`src/rtl/ped_pkg.sv`:
```
// Shared types and defaults for the pedestrian request front end.
// The state encoding is fixed at 2 bits so it can be probed on a debug bus.
package ped_pkg;

    typedef enum logic [1:0] {
        IDLE    = 2'd0,
        WAITING = 2'd1,
        WALK    = 2'd2,
        LOCKOUT = 2'd3
    } ped_state_e;

    localparam int DEF_DEBOUNCE_CYCLES = 4;
    localparam int DEF_WALK_CYCLES     = 10;
    localparam int DEF_LOCKOUT_CYCLES  = 8;
    localparam int DEF_MAX_WAIT_CYCLES = 200;
    localparam int DEF_CNT_W           = 8;

    localparam int WAIT_W = 16;

    function automatic logic [WAIT_W-1:0] sat_inc_wait(input logic [WAIT_W-1:0] v);
        return (v == {WAIT_W{1'b1}}) ? v : v + 1'b1;
    endfunction

endpackage

```
`src/rtl/ped_debounce.sv`:
```
// Two-flop synchroniser and level debouncer for the crosswalk button.
// o_press is a one-cycle pulse on the edge where the debounced level rises.
module ped_debounce
    import ped_pkg::*;
#(
    parameter int DEBOUNCE_CYCLES = DEF_DEBOUNCE_CYCLES
) (
    input  logic i_clk,
    input  logic i_rst,
    input  logic i_button_raw,
    output logic o_press
);

    localparam int DB_W = (DEBOUNCE_CYCLES < 2) ? 1 : $clog2(DEBOUNCE_CYCLES + 1);

    logic            r_sync1;
    logic            r_sync2;
    logic            r_level;
    logic [DB_W-1:0] r_cnt;
    logic            w_differs;
    logic            w_flip;

    assign w_differs = (r_sync2 != r_level);
    assign w_flip    = w_differs && (r_cnt == DB_W'(DEBOUNCE_CYCLES - 1));
    // Pulse is taken before the level register updates so the FSM reacts on the accepting edge.
    assign o_press   = w_flip && r_sync2;

    always_ff @(posedge i_clk or posedge i_rst) begin
        if (i_rst) begin
            r_sync1 <= 1'b0;
            r_sync2 <= 1'b0;
            r_level <= 1'b0;
            r_cnt   <= '0;
        end else begin
            r_sync1 <= i_button_raw;
            r_sync2 <= r_sync1;
            if (w_flip) begin
                r_level <= r_sync2;
                r_cnt   <= '0;
            end else if (w_differs) begin
                r_cnt <= r_cnt + 1'b1;
            end else begin
                r_cnt <= '0;
            end
        end
    end

endmodule

```
`src/rtl/ped_request_unit.sv`:
```
// Pedestrian-side request FSM: latches presses into a held request, drives the
// wait lamp and walk countdown, and enforces the post-walk lockout.
module ped_request_unit
    import ped_pkg::*;
#(
    parameter int DEBOUNCE_CYCLES = DEF_DEBOUNCE_CYCLES,
    parameter int WALK_CYCLES     = DEF_WALK_CYCLES,
    parameter int LOCKOUT_CYCLES  = DEF_LOCKOUT_CYCLES,
    parameter int MAX_WAIT_CYCLES = DEF_MAX_WAIT_CYCLES,
    parameter int CNT_W           = DEF_CNT_W
) (
    input  logic             i_clk,
    input  logic             i_rst,
    input  logic             i_button_raw,
    input  logic             i_ped_green,
    input  logic             i_ped_red,
    input  logic             i_emergency,
    output logic             o_pedestrian_req,
    output logic             o_wait_lamp,
    output logic             o_walk_active,
    output logic [CNT_W-1:0] o_walk_countdown,
    output logic             o_wait_timeout,
    output logic             o_proto_err
);

    localparam int LOCK_W = (LOCKOUT_CYCLES < 2) ? 1 : $clog2(LOCKOUT_CYCLES + 1);

    ped_state_e        r_state;
    logic              r_pending;
    logic [WAIT_W-1:0] r_wait_cnt;
    logic [LOCK_W-1:0] r_lock_cnt;
    logic              r_req;
    logic              r_lamp;
    logic              r_walk;
    logic [CNT_W-1:0]  r_countdown;
    logic              r_timeout;
    logic              r_proto_err;
    logic              w_press;
    logic [WAIT_W-1:0] w_wait_inc;

    ped_debounce #(
        .DEBOUNCE_CYCLES (DEBOUNCE_CYCLES)
    ) u_debounce (
        .i_clk        (i_clk),
        .i_rst        (i_rst),
        .i_button_raw (i_button_raw),
        .o_press      (w_press)
    );

    assign w_wait_inc = sat_inc_wait(r_wait_cnt);

    always_ff @(posedge i_clk or posedge i_rst) begin
        if (i_rst) begin
            r_state     <= IDLE;
            r_pending   <= 1'b0;
            r_wait_cnt  <= '0;
            r_lock_cnt  <= '0;
            r_req       <= 1'b0;
            r_lamp      <= 1'b0;
            r_walk      <= 1'b0;
            r_countdown <= '0;
            r_timeout   <= 1'b0;
            r_proto_err <= 1'b0;
        end else begin
            r_proto_err <= r_proto_err | (i_ped_green == i_ped_red);
            r_req       <= 1'b0;
            r_lamp      <= 1'b0;
            r_walk      <= 1'b0;
            r_countdown <= '0;

            // A grant seen from any non-walk state wins over every other event.
            if (i_ped_green && (r_state != WALK)) begin
                r_state     <= WALK;
                r_walk      <= 1'b1;
                r_countdown <= CNT_W'(WALK_CYCLES);
                r_pending   <= 1'b0;
                r_timeout   <= 1'b0;
                r_wait_cnt  <= '0;
            end else begin
                case (r_state)
                    IDLE: begin
                        if (w_press) begin
                            r_state   <= WAITING;
                            r_pending <= 1'b1;
                            r_req     <= ~i_emergency;
                            r_lamp    <= 1'b1;
                        end
                    end
                    WAITING: begin
                        r_req  <= ~i_emergency;
                        r_lamp <= 1'b1;
                        if (!i_emergency) begin
                            r_wait_cnt <= w_wait_inc;
                            if (w_wait_inc > WAIT_W'(MAX_WAIT_CYCLES)) begin
                                r_timeout <= 1'b1;
                            end
                        end
                    end
                    WALK: begin
                        if (i_ped_green) begin
                            r_walk      <= 1'b1;
                            r_countdown <= (r_countdown == '0) ? '0 : r_countdown - 1'b1;
                        end else begin
                            r_state    <= LOCKOUT;
                            r_lock_cnt <= LOCK_W'(LOCKOUT_CYCLES - 1);
                        end
                    end
                    LOCKOUT: begin
                        if (r_lock_cnt == '0) begin
                            if (r_pending || w_press) begin
                                r_state   <= WAITING;
                                r_pending <= 1'b1;
                                r_req     <= ~i_emergency;
                                r_lamp    <= 1'b1;
                            end else begin
                                r_state <= IDLE;
                            end
                        end else begin
                            r_lock_cnt <= r_lock_cnt - 1'b1;
                            if (w_press) begin
                                r_pending <= 1'b1;
                            end
                            r_lamp <= r_pending | w_press;
                        end
                    end
                    default: r_state <= IDLE;
                endcase
            end
        end
    end

    assign o_pedestrian_req = r_req;
    assign o_wait_lamp      = r_lamp;
    assign o_walk_active    = r_walk;
    assign o_walk_countdown = r_countdown;
    assign o_wait_timeout   = r_timeout;
    assign o_proto_err      = r_proto_err;

endmodule

```
`config.mk`:
```
export PLATFORM = sky130hd
export DESIGN_NAME = ped_request_unit
export DESIGN_NICKNAME = d
export VERILOG_FILES = /design/src/rtl/ped_pkg.sv /design/src/rtl/ped_debounce.sv /design/src/rtl/ped_request_unit.sv
export SDC_FILE = /design/constraint.sdc
export NUM_CORES = 1
export LEC_CHECK = 0
export ABC_AREA = 1
export BUFFER_PORTS_ARGS = -buffer_cell sky130_fd_sc_hd__buf_2
export CAP_MARGIN = 20
export CORE_AREA = 4 4 93 95
export DETAILED_ROUTE_END_ITERATION = 6
export DIE_AREA = 0 0 97 99
export PLACE_DENSITY = 0.47
export SYNTH_ARGS = -nofsm -noshare
export SYNTH_HDL_FRONTEND = slang
export SYNTH_SLANG_ARGS = --single-unit
```
`constraint.sdc`:
```
create_clock -name i_clk -period 2.6 [get_ports i_clk]
set_clock_uncertainty 0.15 [all_clocks]
set_input_delay 0.52 -clock i_clk [delete_from_list [all_inputs] [get_ports i_clk]]
set_output_delay 0.52 -clock i_clk [all_outputs]
set_load 0.02 [all_outputs]
```
Word-level counts from Yosys, hierarchy flattened:

Index checks and enable logic that the tools add are counted.

* input port bits: 6
* bits in registers: 42
* output and inout bits: 13
* word-level logic and storage cells: 96

* reduce and logical (&&, ||, !) cells: 17
* equality and inequality tests: 15
* magnitude comparators: 1
* muxes and demuxes: 41
* add/sub/neg operators: 4
* bitwise logic cells: 4

Operators with widths (count)
* 16-bit two-way mux: 4
* 8-bit two-way mux: 4
* 1-bit two-way mux: 20
* 16-bit by 1-bit adder with 16-bit output (second input constant): 1
* 16-bit == test (second input constant): 1
* 16-bit by 8-bit greater-than comparator with 1-bit output (second input constant): 1
* 3-bit inequality test (second input constant): 3
* 8-bit logical NOT: 1
* 2-bit two-way mux: 4
* 4-bit two-way mux: 2
* 4-bit one-hot mux with 2 select lines: 1
* 4-bit AND reduction: 2
* 8-bit by 1-bit subtractor with 8-bit output (second input constant): 1
* 3-bit two-way mux: 2
* 2-bit inequality test (second input constant): 3
* 1-bit one-hot mux with 3 select lines: 2
* 2-bit one-hot mux with 3 select lines: 1
* 2-bit nonzero test: 3
* 2-bit == test (second input constant): 2
* 4-bit logical NOT: 1
* 4-bit inequality test (second input constant): 1
* 2-bit AND reduction: 2
* 4-bit nonzero test: 1
* 4-bit by 1-bit subtractor with 4-bit output (second input constant): 1
* other kinds (14): 18

Longest topological paths before layout:

* depth in word-level cells: 8
* gate-level depth with buffers: 14

Cells and area by module:

Synthesis repeated with hierarchy kept, for this count alone.

* cell total of the unflattened synthesis: 315
* area, all modules: 2389.8 sq um

By module, submodules not included
* ped_request_unit: instances 1, cells an instance 290, area each 2143.3 sq um
* ped_debounce: instances 1, cells an instance 25, area each 246.5 sq um

Worst setup path after synthesis:

OpenSTA, ideal clock, no wires.

* kind: reg2reg
* start: reg r_wait_cnt[0]
* end: reg r_timeout, in the netlist o_wait_timeout
* path buffers: 2
* setup slack: 0.692 ns
* arrival time: 1.640 ns
* clock period less this slack: 1.908 ns
* cell stages (with the launch flop): 14
* setup time: 0.118 ns
* cells stage by stage: dfrtp_1 ha_1 buf_2 inv_1 nor2_4 nand2_4 nor2_8 buf_8 nor2_2 nand2_2 nor2_2 nand3_1 nand3_1 nand2_1

* cells in the longest elaborated chain, start to end: 5
* elaborated cells between the ends (all ways): 6
* those cells by class: add/sub: 1; order compare: 1; eq/ne: 1; mux: 1; reduce/logical: 2

Ends and longest elaborated chain
* start, declared: line ped_request_unit.sv:30 `logic [WAIT_W-1:0] r_wait_cnt;`
* start signal, assigned: line ped_request_unit.sv:93 `r_wait_cnt <= w_wait_inc;`
* 16-bit by 1-bit adder with 16-bit output / 16-bit == test (equally long branches): line ped_pkg.sv:21 `return (v == {WAIT_W{1'b1}}) ? v : v + 1'b1;`
* 16-bit two-way mux (*): line ped_pkg.sv:21
* 16-bit by 8-bit greater-than comparator with 1-bit output (*): line ped_request_unit.sv:94 `if (w_wait_inc > WAIT_W'(MAX_WAIT_CYCLES)) begin`
* 2-bit nonzero test (no source line) (*)
* 3-bit AND reduction (no source line) (*)
* end signal, assigned: line ped_request_unit.sv:62 `r_timeout <= 1'b0;`
* end signal, assigned: line ped_request_unit.sv:77 `r_timeout <= 1'b0;`
* end signal, assigned: line ped_request_unit.sv:95 `r_timeout <= 1'b1;`
* end, declared: line ped_request_unit.sv:36 `logic r_timeout;`

Every way passes the cells marked *; elsewhere a longest branch is shown, timed or not.
A chain may end at the register's enable or synchronous reset.

Worst setup path after layout:

Same ends and word-level chain as after synthesis.

==> results.py <==
metrics = {
    "synthesis": {
        "ys_types": 33,
        "yosysTopAreaCell": "dfrtp_1",
        "syn_area_per_cell_sq_um": 7.763,
        "synth_edf_count": 0,
        "yosysMostFrequentCell": "nand2_1",
        "synthCells": 318,
        "yosysWarnings": 0,
        "synth_commonest_cells": "nand2_1 (70), inv_1 (46), dfrtp_1 (42)",
        "syn_nets": 330,
        "ys.flop_type": "dfrtp_1",
        "synth_area_sq_mm": 0.002469,
        "seq_area_frac_synth_pct": 42.57,
        "synth-async-reset-ratio_pct": 100.0,
        "yosys-top-cells-area": "dfrtp_1 (43%), nand2_1 (11%), inv_1 (7.0%)",
        "ys_ff_latch": 42,
        "synth_top_area_share_pct": 42.57,
    },
    "drt": {
        "drt-total-wl_um": 5450,
        "firstDrtPassIters": 4,
        "via_per_inst": 4.652,
        "drtAntennaViolNets": 0,
        "route.detailed.drc": 0,
        "drt-initial-drc-count": 114,
        "via_count": 2056,
        "avgRoutedWirePerCell_um": 12.33,
    },
    "final_layout": {
        "stdcell_count": 442,
        "layout-drive-gt1-share_pct": 15.88,
        "fin_area_sq_mm": 0.002771,
        "multi_input_area_sq_mm": 0.001205,
        "antennaDiodeCount": 0,
        "syn_to_final_growth_pct": 12.27,
        "ff_latch_area_sq_mm": 0.001051,
        "fill_cells": 823,
        "nNetsFinal": 351,
    },
    "placed_design": {
        "placed_area_sq_mm": 0.002665,
        "dpl.cell_count": 434,
        "portBuffers": 18,
        "place_worst_setup_slack_ns": 0.4018,
        "gp_congestion": 0.8139,
        "place_hpwl_um": 4180,
    },
    "grt": {
        "grt_pass1_vias": 1929,
        "antenna_found_initial": 0,
        "grt.total_usage_pct": 12.04,
        "grt_max_degree": 17,
        "grt.overflow.total": 0,
        "grt_pass1_wl_um": 9404,
    },
    "pwr": {
        "p_per_area_mw_per_mm2": 568.2,
        "p_leak_nw": 1.362,
        "ir_worst_vdd_v": 0.0002395,
    },
    "timing": {
        "relSlewSlack_pct": 60.32,
        "fin_crit_sh_pct": 84.40,
        "timing.final.ws_setup_ns": 0.4056,
        "hold_viol": 0,
        "layout_min_cycle_time_ns": 2.194,
        "worst_pin_slew_ns": 0.5937,
        "tns_ns": 0,
        "final-max-slew-violation-count": 0,
        "fmax_mhz": 455.7,
        "setup_violations": 0,
        "grt_setup_unrepaired": "no",
        "whs_ns": 0.01270,
    },
    "clocking": {
        "clkLatencyLatePin_ns": 0.29,
        "htreeDepth": 2,
        "tritoncts": "done",
        "cts_resized": 0,
        "cts_setup_buffers": 0,
        "clock_sinks": 42,
        "cts-root-buf": "clkbuf_8",
        "clockBufferDepth": 2,
        "clk_pin_slew_worst_paths_ns": 0.08,
        "hold_buffers": 0,
        "cts_buffers": 5,
    },
    "worst_setup_path": {
        "end_kind": "flop",
        "cp_max_fo": 12,
        "reg2reg_slack_ns": 0.41,
        "cp_data_arrival_time_ns": 2.23,
        "start_kind": "flop",
        "crit_type": "reg2reg",
        "critPathRequiredTime_ns": 2.64,
    },
    "worst_hold_path": {
        "hold_class": "in2async",
    },
    "die": {
        "fp-row-count": 32,
        "ios": 19,
        "core_area_sq_mm": 0.007727,
        "die_area_sq_mm": 0.009603,
        "die_y_um": 99,
        "die_w_um": 97,
        "start_util_pct": 31.95,
    },
    "run_status": {
        "status": "finished clean",
    },
    "run": {
        "max-cap-violations": 0,
    },
}
flip-flops by register name, summed over array words and instances, names as in the netlist:
signal and flops:
r_lock_cnt 4, r_state 2, r_pending 1, o_wait_timeout 1, o_walk_active 1, u_debounce.r_cnt 3, o_proto_err 1, u_debounce.r_sync1 1
u_debounce.r_sync2 1, o_wait_lamp 1, u_debounce.r_level 1, o_pedestrian_req 1, o_walk_countdown 8, r_wait_cnt 16
critical path, stage by stage (launching register included):
cell and delay (ns):
dfrtp_1 0.41, ha_1 0.35, inv_1 0.12, nor2_4 0.16
nand2_4 0.10, nor2_8 0.24, inv_2 0.12, o21ai_2 0.08
nand2_1 0.07, nor2_1 0.10, nand3_1 0.07, nand3_1 0.07
nand2_1 0.05
final timing paths:
kind | from | cells after the start | to
max reg2reg | r_wait_cnt[0] | 12 | o_wait_timeout
max | r_wait_cnt[0] | 12 | o_wait_timeout
min in group i_clk | i_button_raw | 1 | u_debounce.r_sync1
min | i_rst | 2 | r_wait_cnt[7]
max in group asynchronous | i_rst | 3 | r_wait_cnt[12]
min reg2reg | u_debounce.r_sync1 | 0 | u_debounce.r_sync2
per-layer routing:
metal / track usage, % / wire, um / vias to the layer above
met5: 0 / 0 / -
met4: 2.916 / 33 / 0
met3: 3.255 / 156 / 2
met2: 18.63 / 2482 / 23
li1: - / - / 1065
met1: 16.76 / 2777 / 966
kinds of logic after synthesis:
family / share of synthesized area [%]
AO/OA/AOI/OAI: 11.15
XOR/XNOR: 3.193
adder cells (fa/ha/maj): 3.041
buffers and inverters: 8.616
flip-flops: 42.57
AND/OR/NAND/NOR: 31.42
area by class of cell:
class	count	share of cell area, %
multi-input combinational	223	43.48
clock inverter	1	1.084
sequential	42	37.92
inverter	47	6.366
clock buffer	7	2.754
timing repair buffer	20	3.792
tap	102	4.605
layout by cell type, fill, tap and decap left out, types with 2 or more instances in the layout:
cell / count
o21ai_0: 16
dfrtp_1: 42
inv_2: 2
clkbuf_8: 5
buf_2: 18
nand4_1: 6
nand2_1: 70
a211oi_1: 2
nand3_1: 21
nand2_2: 6
o21ai_1: 2
nor2_2: 8
xor2_1: 8
buf_4: 2
ha_1: 6
nor2_1: 36
o22ai_1: 12
inv_1: 45
nor2_4: 4
clkbuf_1: 2
a21oi_1: 10
nand3_2: 3
nor2_8: 2
through the flow:
| step | util (%) | total power [W] |
|---|---|---|
| detailed placement | 34.49 | 0.001088 |
| global route | 35.86 | 0.001686 |
| global placement | 34.49 | 0.001086 |
| finish | 35.86 | 0.001575 |
| floorplan | - | 0.001002 |
| CTS | 35.86 | 0.001611 |
power by group:
part	switching (W)	leakage (nW)	internal, W	total (W)
sequential	0.0000430	0.548	0.000719	0.000762
combinational	0.000201	0.761	0.000108	0.000309
clock	0.000217	0.0524	0.000287	0.000504
(Power assumes the default switching activity.)
